<file path="config.mk">
export PLATFORM = sky130hd
export DESIGN_NAME = lse_sequencer
export DESIGN_NICKNAME = d
export VERILOG_FILES = /design/src/rtl/lse_sequencer.sv
export SDC_FILE = /design/constraint.sdc
export NUM_CORES = 1
export LEC_CHECK = 0
export BUFFER_PORTS_ARGS = -buffer_cell sky130_fd_sc_hd__buf_4
export CAP_MARGIN = 20
export CORE_MARGIN = 4
export CORE_UTILIZATION = 45
export DETAILED_ROUTE_END_ITERATION = 6
export GPL_TIMING_DRIVEN = 0
export PLACE_DENSITY = 0.7
export SETUP_SLACK_MARGIN = 0.3
export SLEW_MARGIN = 30
export SYNTH_ARGS = -nofsm -noshare
export SYNTH_HDL_FRONTEND = slang
export SYNTH_SLANG_ARGS = --single-unit
</file>
<file path="constraint.sdc">
create_clock -name clk -period 2.14 [get_ports clk]
set_input_delay 0.214 -clock clk [delete_from_list [all_inputs] [get_ports clk]]
set_output_delay 0.214 -clock clk [all_outputs]
set_load 0.03 [all_outputs]
</file>
<file path="src/rtl/lse_sequencer.sv">
// lse_sequencer: WAIT->LOAD->EXE->STORE control sequencer with per-state dwell, start/ready handshake, stall, abort, chaining and op counter
module lse_sequencer #(
    parameter int LOAD_CYC  = 1,
    parameter int EXE_CYC   = 2,
    parameter int STORE_CYC = 1,
    parameter int CHAIN     = 0,
    parameter int CNT_W     = 8
) (
    input  logic             clk,
    input  logic             rstx,
    input  logic             start,
    output logic             start_ready,
    input  logic             stall,
    input  logic             abort,
    output logic [1:0]       state,
    output logic             busy,
    output logic             done,
    output logic [CNT_W-1:0] op_count
);
    localparam logic [1:0] WAIT  = 2'd0;
    localparam logic [1:0] LOAD  = 2'd1;
    localparam logic [1:0] STORE = 2'd2;
    localparam logic [1:0] EXE   = 2'd3;
    localparam int MAX_LE  = LOAD_CYC > EXE_CYC ? LOAD_CYC : EXE_CYC;
    localparam int MAX_CYC = MAX_LE > STORE_CYC ? MAX_LE : STORE_CYC;
    localparam int DW = $clog2(MAX_CYC + 1);
    localparam logic [DW-1:0] LOAD_LAST  = DW'(LOAD_CYC - 1);
    localparam logic [DW-1:0] EXE_LAST   = DW'(EXE_CYC - 1);
    localparam logic [DW-1:0] STORE_LAST = DW'(STORE_CYC - 1);

    if (LOAD_CYC < 1 || EXE_CYC < 1 || STORE_CYC < 1) begin : g_bad_cyc
        $error("lse_sequencer: LOAD_CYC, EXE_CYC and STORE_CYC must all be >= 1");
    end

    logic [DW-1:0] dwell;
    logic          last;
    logic [1:0]    nxt;

    // last cycle of the current state's dwell; WAIT has no dwell
    always_comb
        last = state == LOAD  ? dwell == LOAD_LAST :
               state == EXE   ? dwell == EXE_LAST  :
               state == STORE ? dwell == STORE_LAST : 1'b0;

    assign start_ready = !abort & ((state == WAIT) | ((CHAIN != 0) & (state == STORE) & last & !stall));
    assign busy        = state != WAIT;

    // unstalled, unaborted next state
    always_comb begin
        nxt = state;
        case (state)
            WAIT:    nxt = start ? LOAD : WAIT;
            LOAD:    nxt = last ? EXE : LOAD;
            EXE:     nxt = last ? STORE : EXE;
            STORE:   nxt = !last ? STORE : (start & start_ready) ? LOAD : WAIT;
            default: nxt = WAIT;
        endcase
    end

    // state, dwell, done pulse and completed-op count; abort beats stall, and stall never blocks WAIT
    always_ff @(posedge clk or negedge rstx) begin
        if (!rstx) begin
            state    <= WAIT;
            dwell    <= '0;
            done     <= 1'b0;
            op_count <= '0;
        end else if (abort) begin
            state <= WAIT;
            dwell <= '0;
            done  <= 1'b0;
        end else if (stall && state != WAIT) begin
            done <= 1'b0;
        end else begin
            state <= nxt;
            dwell <= (nxt != state || state == WAIT) ? '0 : dwell + 1'b1;
            done  <= state == STORE && last;
            if (state == STORE && last)
                op_count <= op_count + 1'b1;
        end
    end
endmodule

</file>
==> impl_metrics.json <==
{
  "final_hold_viol_count": 0,
  "fillerInstances": 105,
  "drt_wl_total_um": 1190,
  "finalInstanceArea_um2": 837,
  "area_growth_syn_to_layout_pct": 27.9,
  "outcome": "complete, no violations",
  "grt_pass1_vias": 401,
  "slowest_stage": "dfrtp_1",
  "cellPowerDensity_mw_per_mm2": 709,
  "clockPowerShare_pct": 24.7,
  "clockBufferDepth": 2,
  "regArea_um2": 325,
  "vias": 493,
  "layout-drive-gt1-share_pct": 29.6,
  "path_clk_slew_ps": 80,
  "io_pins": 18,
  "grt_first_pass_wirelength_um": 1840,
  "swShare_pct": 32.1,
  "yosys.area.top_type_share_pct": 49.7,
  "synthTopCellsByArea": "dfrtp_1 (50%), xor2_1 (9.4%), ha_1 (5.7%)",
  "cts.sinks": 13,
  "viasPerCell": 5.14,
  "syn_avg_cell_area_um2": 11.1,
  "yosys_register_bits": 13,
  "place_ws_ps": 597,
  "port_buffers": 17,
  "finalSetupTns_ps": 0,
  "antenna_found_initial": 0,
  "die_h_um": 46.1,
  "rsz0062_at_grt": "no",
  "initial_utilization_pct": 49.1,
  "power.net_switching_w": 0.000190,
  "post-route-util_pct": 62.8,
  "grt_max_degree": 14,
  "dieArea_mm2": 0.00213,
  "finClkSkew_ps": 1.35,
  "p_seq_share_pct": 49.4,
  "vdd_drop_max_v": 0.000596,
  "rows": 13,
  "multi_input_area_um2": 309,
  "slew_violations": 0,
  "setup_violations": 0,
  "synth.largest_area_cell": "dfrtp_1",
  "ant_nets": 0,
  "antenna_cells": 0,
  "intPower_w": 0.000403,
  "syn_area_um2": 654,
  "relSlewSlack_pct": 74.0,
  "die_x_um": 46.1,
  "synth_fp_nets": 67,
  "cts_resized": 0,
  "fin_nets": 90,
  "cp.arrival_ps": 1330,
  "crit_required_ps": 1930,
  "drtIter0Drc": 6,
  "clk_latency_ps": 260,
  "worstSetupPathType": "reg -> out",
  "dp_hpwl_um": 854,
  "synth_cell_types": 25,
  "synth_warnings": 0,
  "final.hold.worst_slack_ps": 163,
  "cts_made_buffers": 3,
  "dr.pass1.iters": 4,
  "timing.final.crit_share_pct": 72.1,
  "track_usage_pct": 12.2,
  "holdCritPathClass": "in -> reg",
  "cts_tree": "done",
  "start_kind": "flop",
  "h-tree-depth": 1,
  "post_drt_wl_per_cell_um": 12.4,
  "pwr-share-comb_pct": 26.0,
  "power.leakage_nw": 0.421,
  "drv_cap": 0,
  "clock.fmax_mhz": 648,
  "placement.cell_area_um2": 801,
  "min_period_ps": 1540,
  "end_kind": "output pin",
  "fin_ws_ps": 598,
  "max_stage_delay_ps": 450,
  "drc": 0,
  "critPathMaxFanout": 7,
  "gp_congestion": 0.732,
  "tightest_slew_ps": 391,
  "design.core.area_mm2": 0.00133,
  "yosysSeqAreaShare_pct": 49.7,
  "grt_overflow": 0,
  "worstPathCellList": "or2_2 -> nor2_1 -> buf_4",
  "synthCells": 59,
  "cts_root_buf": "clkbuf_4"
}
==> cell usage after synthesis, drive strengths merged <==
cell      n
dfrtp    13
xor2      7
nor2      4
ha        3
inv       3
a21oi     2
mux2i     2
nand2     2
nand3     2
nand4     2
nand4b    2
nor3      2
nor3b     2
nor4      2
o21ai     2
and2b     1
buf       1
clkbuf    1
mux2      1
nand4bb   1
nor4b     1
o21bai    1
o41ai     1
or2       1
==> critical path: cells and delay by family (launching register included) <==
kind	cells	cell delay, ps
AND/OR/NAND/NOR	2	450
buffers and inverters	1	160
flip-flops	1	450
==> routing by layer <==
metal  vias up  GRT usage [%]  part of all wire (%)
met1       224           17.0                    51
met4         0           5.11                   1.1
li1        251              -                     -
met5         -              0                     0
met2        16           17.3                    41
met3         2           3.52                   6.4
==> flip-flops by register name, summed over array words and instances (netlist names) <==
register and count:
op_count 8, dwell 2, state 2, done 1
==> path summary, 6_finish.rpt <==
kind	cells after the start	slack [ps]	to	startpoint
max in group asynchronous	2	1660	op_count[2]	rstx
worst min register to register	1	470	op_count[7]	op_count[7]
worst max register to register	6	600	op_count[1]	dwell[0]
min in group asynchronous	2	320	op_count[7]	rstx
worst min-delay path	2	160	done	abort
worst max-delay path	3	600	start_ready	state[1]
==> logic make-up (layout without fill, tap and decap cells) <==
group	after synthesis	after routing	share of synthesized area [%]
AND/OR/NAND/NOR	22	22	21.8
flip-flops	13	13	49.7
XOR/XNOR	7	7	9.37
AO/OA/AOI/OAI	6	6	5.55
buffers and inverters	5	27	3.06
adder cells (fa/ha/maj)	3	3	5.74
multiplexers	3	3	4.78
==> power by group through the flow <==
stage          sequential, W  combinational, W  clock [W]
2_1_floorplan       0.000337         0.0000507          0
3_3_place_gp        0.000297          0.000153          0
3_5_place_dp        0.000299          0.000154          0
4_1_cts             0.000294          0.000156   0.000153
5_1_grt             0.000299          0.000164   0.000165
6_report            0.000293          0.000154   0.000146
==> final cells by class <==
| type | count | share of cell area, % |
|---|---|---|
| plain buffers | 2 | 1.05 |
| multi-input cells | 41 | 36.9 |
| well taps | 15 | 2.24 |
| flip-flops and latches | 13 | 38.9 |
| inverters | 3 | 1.35 |
| clock buffers | 4 | 3.14 |
| repair buffers | 18 | 16.4 |
==> timing repair <==
action,in CTS,in global routing
hold endpoints to repair,13,0
hold buffers,1,0
buffers inserted,0,0
==> cells in the final DEF, fill, tap and decap left out, drive strengths merged, types with 3 or more instances in the layout <==
| cell | n |
|---|---|
| buf | 18 |
| clkbuf | 5 |
| dfrtp | 13 |
| ha | 3 |
| inv | 3 |
| nor2 | 4 |
| xor2 | 7 |
==> through the flow <==
step | total power (W) | std cells
2_1_floorplan | 0.000388 | 59
3_3_place_gp | 0.000451 | 91
3_5_place_dp | 0.000452 | 91
4_1_cts | 0.000602 | 96
5_1_grt | 0.000627 | 96
6_report | 0.000593 | 96
Note: power is estimated with default switching activity, not from simulation.
